===== src/rtl/mm_core_control_pkg.sv =====
// Shared types and register map for mm_core_control.
// Optional watchdog: MM_CORE_CONTROL_TIMEOUT_EN.
package mm_core_control_pkg;

    typedef enum logic [1:0] {
        ST_IDLE  = 2'd0,
        ST_START = 2'd1,
        ST_RUN   = 2'd2,
        ST_DONE  = 2'd3
    } state_e;

    localparam int unsigned ADDR_CTRL     = 0;
    localparam int unsigned ADDR_CORE_EN  = 1;
    localparam int unsigned ADDR_STATUS   = 2;
    localparam int unsigned ADDR_IRQ_EN   = 3;
    localparam int unsigned ADDR_FINISHED = 4;
    localparam int unsigned ADDR_RUNTIME  = 5;

    localparam int unsigned STATUS_BUSY    = 0;
    localparam int unsigned STATUS_DONE    = 1;
    localparam int unsigned STATUS_OVERRUN = 2;
    localparam int unsigned STATUS_TIMEOUT = 3;

    localparam int unsigned CTRL_START = 0;
    localparam int unsigned CTRL_ABORT = 1;

endpackage


===== src/rtl/mm_reg_file.sv =====
// Register storage, sticky W1C flags and registered read mux.
// Timeout flag exists only with MM_CORE_CONTROL_TIMEOUT_EN.
module mm_reg_file #(
    parameter int NUM_CORES  = 4,
    parameter int WIDTH_CTRL = 8,
    parameter int ADDR_W     = 3
) (
    input  logic                  clk_i,
    input  logic                  rst_n_i,
    input  logic [ADDR_W-1:0]     addr_i,
    input  logic                  read_i,
    input  logic                  write_i,
    input  logic [WIDTH_CTRL-1:0] wdata_i,
    output logic [WIDTH_CTRL-1:0] rdata_o,
    input  logic                  busy_i,
    input  logic                  set_done_i,
    input  logic                  set_overrun_i,
    input  logic                  set_timeout_i,
    input  logic [NUM_CORES-1:0]  finished_i,
    input  logic [WIDTH_CTRL-1:0] runtime_i,
    output logic [NUM_CORES-1:0]  core_en_o,
    output logic                  start_o,
    output logic                  abort_o,
    output logic                  irq_o
);
    import mm_core_control_pkg::*;

    logic [NUM_CORES-1:0]  core_en_q;
    logic                  irq_en_q;
    logic                  done_q, done_d;
    logic                  overrun_q, overrun_d;
    logic                  timeout_q;
    logic                  irq_q;
    logic [WIDTH_CTRL-1:0] rdata_q, rdata_d;
    logic                  wr_ctrl, wr_en, wr_stat, wr_irq;
    logic                  unused_wdata;

    assign wr_ctrl = write_i && (addr_i == ADDR_W'(ADDR_CTRL));
    assign wr_en   = write_i && (addr_i == ADDR_W'(ADDR_CORE_EN));
    assign wr_stat = write_i && (addr_i == ADDR_W'(ADDR_STATUS));
    assign wr_irq  = write_i && (addr_i == ADDR_W'(ADDR_IRQ_EN));

    // Abort in the same write as start cancels the start.
    assign start_o = wr_ctrl && wdata_i[CTRL_START] && !wdata_i[CTRL_ABORT];
    assign abort_o = wr_ctrl && wdata_i[CTRL_ABORT];

    assign done_d    = set_done_i
                     | (done_q & ~(wr_stat & wdata_i[STATUS_DONE]));
    assign overrun_d = set_overrun_i
                     | (overrun_q & ~(wr_stat & wdata_i[STATUS_OVERRUN]));

    assign unused_wdata = ^wdata_i;

`ifdef MM_CORE_CONTROL_TIMEOUT_EN
    logic timeout_d;

    assign timeout_d = set_timeout_i
                     | (timeout_q & ~(wr_stat & wdata_i[STATUS_TIMEOUT]));

    always_ff @(posedge clk_i or negedge rst_n_i) begin
        if (!rst_n_i) begin
            timeout_q <= 1'b0;
        end else begin
            timeout_q <= timeout_d;
        end
    end
`else
    logic unused_timeout;

    assign timeout_q      = 1'b0;
    assign unused_timeout = set_timeout_i;
`endif

    always_comb begin
        rdata_d = '0;
        case (addr_i)
            ADDR_W'(ADDR_CORE_EN):  rdata_d[NUM_CORES-1:0] = core_en_q;
            ADDR_W'(ADDR_STATUS): begin
                rdata_d[STATUS_BUSY]    = busy_i;
                rdata_d[STATUS_DONE]    = done_q;
                rdata_d[STATUS_OVERRUN] = overrun_q;
                rdata_d[STATUS_TIMEOUT] = timeout_q;
            end
            ADDR_W'(ADDR_IRQ_EN):   rdata_d[0] = irq_en_q;
            ADDR_W'(ADDR_FINISHED): rdata_d[NUM_CORES-1:0] = finished_i;
            ADDR_W'(ADDR_RUNTIME):  rdata_d = runtime_i;
            default:                rdata_d = '0;
        endcase
    end

    always_ff @(posedge clk_i or negedge rst_n_i) begin
        if (!rst_n_i) begin
            core_en_q <= '0;
            irq_en_q  <= 1'b0;
            done_q    <= 1'b0;
            overrun_q <= 1'b0;
            irq_q     <= 1'b0;
            rdata_q   <= '0;
        end else begin
            if (wr_en && !busy_i) begin
                core_en_q <= wdata_i[NUM_CORES-1:0];
            end
            if (wr_irq) begin
                irq_en_q <= wdata_i[0];
            end
            done_q    <= done_d;
            overrun_q <= overrun_d;
            irq_q     <= done_q & irq_en_q;
            if (read_i) begin
                rdata_q <= rdata_d;
            end
        end
    end

    assign core_en_o = core_en_q;
    assign irq_o     = irq_q;
    assign rdata_o   = rdata_q;

endmodule


===== src/rtl/mm_core_control.sv =====
// Run sequencer for NUM_CORES videocard cores with HPS register port.
// Optional watchdog: define MM_CORE_CONTROL_TIMEOUT_EN.
module mm_core_control #(
    parameter int NUM_CORES      = 4,
    parameter int WIDTH_CTRL     = 8,
    parameter int ADDR_W         = 3,
    parameter int TIMEOUT_CYCLES = 65535
) (
    input  logic                  clk,
    input  logic                  reset_sink_reset,
    input  logic [ADDR_W-1:0]     address,
    input  logic                  read,
    input  logic                  write,
    input  logic [WIDTH_CTRL-1:0] data_write,
    output logic [WIDTH_CTRL-1:0] data_read,
    input  logic [NUM_CORES-1:0]  core_finish,
    output logic [NUM_CORES-1:0]  core_en,
    output logic                  interrupt_start,
    output logic                  clear_interrupt,
    output logic                  irq
);
    import mm_core_control_pkg::*;

    state_e                state_q, state_d;
    logic [NUM_CORES-1:0]  finished_q, finished_d;
    logic [WIDTH_CTRL-1:0] runtime_q, runtime_d;
    logic [NUM_CORES-1:0]  en;
    logic                  start, abort, busy;
    logic                  set_done, set_overrun, set_timeout;
    logic                  pulse_q;
    logic                  wd_hit;

    assign busy = (state_q != ST_IDLE);

    mm_reg_file #(
        .NUM_CORES  (NUM_CORES),
        .WIDTH_CTRL (WIDTH_CTRL),
        .ADDR_W     (ADDR_W)
    ) u_regs (
        .clk_i         (clk),
        .rst_n_i       (reset_sink_reset),
        .addr_i        (address),
        .read_i        (read),
        .write_i       (write),
        .wdata_i       (data_write),
        .rdata_o       (data_read),
        .busy_i        (busy),
        .set_done_i    (set_done),
        .set_overrun_i (set_overrun),
        .set_timeout_i (set_timeout),
        .finished_i    (finished_q),
        .runtime_i     (runtime_q),
        .core_en_o     (en),
        .start_o       (start),
        .abort_o       (abort),
        .irq_o         (irq)
    );

`ifdef MM_CORE_CONTROL_TIMEOUT_EN
    localparam int WD_W = $clog2(TIMEOUT_CYCLES + 1);

    logic [WD_W-1:0] wd_q, wd_d;

    // Hit on the RUN cycle that completes TIMEOUT_CYCLES of running.
    assign wd_hit = (wd_q == WD_W'(TIMEOUT_CYCLES - 1));

    always_comb begin
        wd_d = wd_q;
        if (state_q == ST_START) begin
            wd_d = '0;
        end else if (state_q == ST_RUN) begin
            wd_d = wd_q + 1'b1;
        end
    end

    always_ff @(posedge clk or negedge reset_sink_reset) begin
        if (!reset_sink_reset) begin
            wd_q <= '0;
        end else begin
            wd_q <= wd_d;
        end
    end
`else
    logic unused_cfg;

    assign wd_hit     = 1'b0;
    assign unused_cfg = (TIMEOUT_CYCLES != 0);
`endif

    always_comb begin
        state_d     = state_q;
        finished_d  = finished_q;
        runtime_d   = runtime_q;
        set_done    = 1'b0;
        set_overrun = start && busy;
        set_timeout = 1'b0;
        case (state_q)
            ST_IDLE: begin
                if (start) begin
                    if (en != '0) begin
                        state_d = ST_START;
                    end else begin
                        set_done = 1'b1;
                    end
                end
            end
            ST_START: begin
                finished_d = '0;
                runtime_d  = '0;
                state_d    = ST_RUN;
            end
            ST_RUN: begin
                finished_d = finished_q | (core_finish & en);
                runtime_d  = (&runtime_q) ? runtime_q : runtime_q + 1'b1;
                if (abort) begin
                    state_d = ST_IDLE;
                end else if (finished_d == en) begin
                    state_d = ST_DONE;
                end else if (wd_hit) begin
                    state_d     = ST_DONE;
                    set_timeout = 1'b1;
                end
            end
            ST_DONE: begin
                set_done = 1'b1;
                state_d  = ST_IDLE;
            end
            default: state_d = ST_IDLE;
        endcase
    end

    always_ff @(posedge clk or negedge reset_sink_reset) begin
        if (!reset_sink_reset) begin
            state_q    <= ST_IDLE;
            finished_q <= '0;
            runtime_q  <= '0;
            pulse_q    <= 1'b0;
        end else begin
            state_q    <= state_d;
            finished_q <= finished_d;
            runtime_q  <= runtime_d;
            pulse_q    <= (state_d == ST_START);
        end
    end

    assign core_en         = en;
    assign interrupt_start = pulse_q;
    assign clear_interrupt = pulse_q;

endmodule


===== config.mk =====
export PLATFORM = sky130hd
export DESIGN_NAME = mm_core_control
export DESIGN_NICKNAME = d
export VERILOG_FILES = /design/src/rtl/mm_core_control_pkg.sv /design/src/rtl/mm_reg_file.sv /design/src/rtl/mm_core_control.sv
export SDC_FILE = /design/constraint.sdc
export NUM_CORES = 1
export LEC_CHECK = 0
export CORE_ASPECT_RATIO = 0.7
export CORE_MARGIN = 2
export CORE_UTILIZATION = 45
export CTS_CLUSTER_DIAMETER = 150
export CTS_CLUSTER_SIZE = 10
export DETAILED_ROUTE_END_ITERATION = 8
export DONT_BUFFER_PORTS = 1
export PLACE_DENSITY = 0.61
export SLEW_MARGIN = 10
export SYNTH_ARGS = -nofsm -noshare
export SYNTH_HDL_FRONTEND = slang
export SYNTH_HIERARCHICAL = 1
export SYNTH_SLANG_ARGS = --single-unit

===== constraint.sdc =====
create_clock -name clk -period 1.79 [get_ports clk]
set_input_delay 0.0895 -clock clk [delete_from_list [all_inputs] [get_ports clk]]
set_output_delay 0.0895 -clock clk [all_outputs]
set_load 0.01 [all_outputs]

=== Yosys cells after proc, flatten, opt, wreduce, memory -nomap -nowiden ===
Cells that the tools add are included.

* Register bits after elaboration: 31
* Bits in latches: 0
* RAM bits: 0
* Bits in read-only memories: 0
* Input port bits: 19
* Output and inout bits: 15
* Word-level logic and storage cells: 65
* Memories kept: 0

* $add $sub $neg: 1
* $mul: 0
* Div/mod/pow operators: 0
* $lt $le $gt $ge: 0
* Eq/ne operators: 11
* Shift-type cells: 0
* Muxes and demuxes: 14
* Bitwise operators: 11
* Reduce and logical (&&, ||, !) cells: 18

{| class="wikitable"
|+ Operator list
! cell !! count
|-
| 8-bit case mux with 2 select lines || 1
|-
| 3-bit case mux with 4 select lines || 1
|-
| 1-bit logical AND || 9
|-
| 8-bit by 1-bit adder with 8-bit output, second input constant || 1
|-
| 2-bit 2-to-1 mux || 4
|-
| 8-bit 2-to-1 mux || 1
|-
| 2-bit case mux with 4 select lines || 1
|-
| 4-bit case mux with 2 select lines || 1
|-
| 8-bit AND reduction || 1
|-
| 3-bit by 2-bit equality test with 1-bit output, second input constant || 2
|-
| 3-bit equality test, second input constant || 2
|-
| 1-bit AND || 5
|-
| 1-bit case mux with 5 select lines || 1
|-
| 4-bit AND || 1
|-
| 2-bit by 1-bit equality test with 1-bit output, second input constant || 2
|-
| 2-bit equality test, second input constant || 2
|-
| 4-bit equality test || 1
|-
| 4-bit 2-to-1 mux || 1
|-
| 4-bit OR || 1
|-
| 2-bit nonzero test || 2
|-
| 4-bit nonzero test || 1
|-
| 3-bit by 1-bit equality test with 1-bit output, second input constant || 1
|-
| 3-bit zero test || 1
|-
| 1-bit zero test || 2
|-
| 7 further kinds || 10
|}

=== Logic depth before layout (Yosys ltp) ===
* Depth after elaboration: 7
* Gate-level depth with buffers: 8
* Gate-level depth less buffers: 6

=== By module ===
The synthesis kept the hierarchy.

{| class="wikitable"
|+ By module, submodules not included
! module !! times used !! cells each !! area an instance (sq um)
|-
| mm_core_control || 1 || 99 || 913.4
|-
| mm_reg_file || 1 || 80 || 898.4
|}

=== Worst setup path after synthesis ===
OpenSTA, ideal clock, no wires.

* Path type: register to register
* Start point: reg runtime_q[0]
* End point: reg runtime_q[7]
* Arrival time: 1,572 ps
* Data required time: 1,713 ps
* Slack: 141 ps
* Cell stages (with the launch flop): 6
* Buffers on the path: 0
* Clock period less this slack: 1,649 ps
* Cells stage by stage: dfrtp_1 -> ha_1 -> and2_2 -> and4_4 -> or4_1 -> a21oi_1

* Longest elaborated chain between the ends: 3

{| class="wikitable"
|+ Ends and longest elaborated chain
! element !! RTL line !! RTL
|-
| start, declared || mm_core_control.sv:26 || <nowiki>logic [WIDTH_CTRL-1:0] runtime_q, runtime_d;</nowiki>
|-
| start signal, assigned || mm_core_control.sv:141 || <nowiki>runtime_q <= runtime_d;</nowiki>
|-
| 8-bit by 1-bit adder with 8-bit output or 8-bit AND reduction (tied branches) || mm_core_control.sv:114 || <nowiki>runtime_d = (&runtime_q) ? runtime_q : runtime_q + 1'b1;</nowiki>
|-
| 8-bit 2-to-1 mux or 2-bit inequality test (tied branches) || - ||
|-
| 8-bit case mux with 2 select lines or 2-bit AND reduction (tied branches) || - ||
|}

Several ways; a longest one is shown, not always the timed one. The select of a mux whose other input is x is not followed.
A chain may end at the register's enable or synchronous reset.

=== Final worst setup path ===
* Start point: reg runtime_q[0]
* End point: reg runtime_q[5]

Same word-level chain as after synthesis.

==> impl_metrics.ini <==
[synthesis]
yosys_warnings = 6
syn_area_um2 = 1810
synthCells = 178
synth.avg_cell_area_um2 = 10.2
synth_nets = 202

[cells_and_area]
nets = 225
layout_commonest_cell = dfrtp_1
fillers = 336
fin_util_pct = 53.7
drive_gt1_share_pct = 18.0
antennaDiodeCount = 0
area_growth_pct = 15.7
mostFrequentLayoutCells = 31 x dfrtp_1, 13 x nand2_1, 12 x nor2_1, 12 x buf_4

[min_path]
hold_depth = 2
min_path_type = input pin to register
hold_end = finished_q[2]$_DFFE_PN0P_
min_from = core_finish[2]

[cts]
tritoncts = yes
cts_buffers = 5
clk_pin_slew_worst_paths_ns = 0.07
clock-root-buffer = clkbuf_8
cts.path.max_buffers = 2
clk_latency_ns = 0.28
cts.sinks = 31
h-tree-depth = 2

[setup_path]
rr_worst_depth = 5
startpoint_type = register
crit_type = register to register
crit_required_ns = 2.00
reg2reg_slack_ns = 0.1
arrival_ns = 1.90
path_max_fanout = 6
end_kind = register
reg2reg_to = runtime_q[5]$_DFFE_PN0P_
rr_startpoint = runtime_q[0]$_DFFE_PN0P_

[timing]
final-setup-viol-count = 0
setup-tns-final_ns = 0
drv_slew = 0
relSlewSlack_pct = 73.2
hold_violations = 0
fmax_mhz = 591
skew_ns = 0.00509
fin_crit_sh_pct = 94.5
whs_ns = 0.0261
worst_pin_slew_ns = 0.399
rsz0062_at_grt = false
post-route-min-period_ns = 1.69

[grt]
antenna_found_initial = 0
grt_use_total_pct = 21.1
grt_pass1_wl_mm = 7.38
grt.overflow.total = 0
grt_pass1_vias = 1545
grt_max_degree = 32

[floorplan]
die_h_um = 57.0
die_x_um = 79.8
num_rows = 19
start_util_pct = 46.4
coreArea_um2 = 3900
io_pins = 34
dieArea_um2 = 4550

[detailed_routing]
wl_per_cell_um = 17.2
wl_mm = 4.34
vias = 1500
ant_nets = 0
viasPerCell = 5.95
drcViolationCount = 0
dr.pass1.iters = 4
drt-initial-drc-count = 114

[pwr]
powerDensity_nw_per_um2 = 1210
p_total_mw = 2.53
ir_drop_v = 0.000761
power_leakage_nw = 0.915

[placement]
hpwlAfterDp_mm = 3.12
io_buffers = 0
place_congestion = 0.806

[status]
status = completed

[job]
max_cap_violations = 0
==> how the worst max path moves through the flow <==
stage / startpoint / end / slack [ns] / cells past startpoint
3_3_place_gp: runtime_q[0]$_DFFE_PN0P_ / runtime_q[7]$_DFFE_PN0P_ / 0.15 / 5
6_report: runtime_q[0]$_DFFE_PN0P_ / runtime_q[5]$_DFFE_PN0P_ / 0.1 / 5
3_5_place_dp: runtime_q[0]$_DFFE_PN0P_ / runtime_q[7]$_DFFE_PN0P_ / 0.13 / 5
2_1_floorplan: runtime_q[0]$_DFFE_PN0P_ / runtime_q[7]$_DFFE_PN0P_ / 0.14 / 5
5_1_grt: runtime_q[0]$_DFFE_PN0P_ / runtime_q[5]$_DFFE_PN0P_ / 0.001 / 5
4_1_cts: runtime_q[0]$_DFFE_PN0P_ / runtime_q[7]$_DFFE_PN0P_ / 0.11 / 5
==> metal layers <==
layer	track usage [%]	vias up	share of wire, %
met5	0	-	0
met4	6.54	0	0.69
met3	7.59	4	7.4
met2	34.5	45	47
met1	26.5	751	45
li1	-	700	-
==> repair_timing <==
item,in CTS,in global routing
endpoints found under the setup margin,0,1
buffers inserted,0,0
gates resized for setup,0,1
hold buffers,11,0
hold endpoints to repair,46,0
==> state kept, by name (all words and copies together) (netlist names) <==
| register | count |
|---|---|
| u_regs/core_en_o | 4 |
| u_regs/done_q | 1 |
| u_regs/rdata_o | 8 |
| u_regs/overrun_q | 1 |
| finished_q | 4 |
| clear_interrupt | 1 |
| runtime_q | 8 |
| state_q | 2 |
| u_regs/irq_en_q | 1 |
| u_regs/irq_o | 1 |
==> worst max-delay path, stage by stage (launching register included) <==
cell	delay, ns
dfrtp_1	0.38
ha_1	0.22
and2_2	0.19
and4_4	0.20
or4_1	0.48
a21oi_2	0.14
==> report_power, final <==
part	switching [mW]	internal (mW)	total [mW]
Combinational	0.536	0.463	1.00
Sequential	0.149	0.872	1.02
Clock	0.247	0.259	0.506
Total	0.933	1.59	2.53
==> metrics by stage <==
stage,area [um^2],instances,worst slack [ns]
5_1_grt,2090,252,0.00121
6_report,2090,252,0.0982
2_1_floorplan,1810,178,0.141
3_3_place_gp,1900,235,0.148
3_5_place_dp,1900,235,0.130
4_1_cts,2090,252,0.108
==> final cells by class <==
type	count	area (um^2)	area share, %
Multi-Input combinational cell	133	942	45.0
Sequential cell	31	776	37.1
Inverter	7	26.3	1.26
Clock buffer	6	72.6	3.47
Timing Repair Buffer	23	210	10.0
Tap cell	52	65.1	3.11
(Power assumes the default switching activity.)
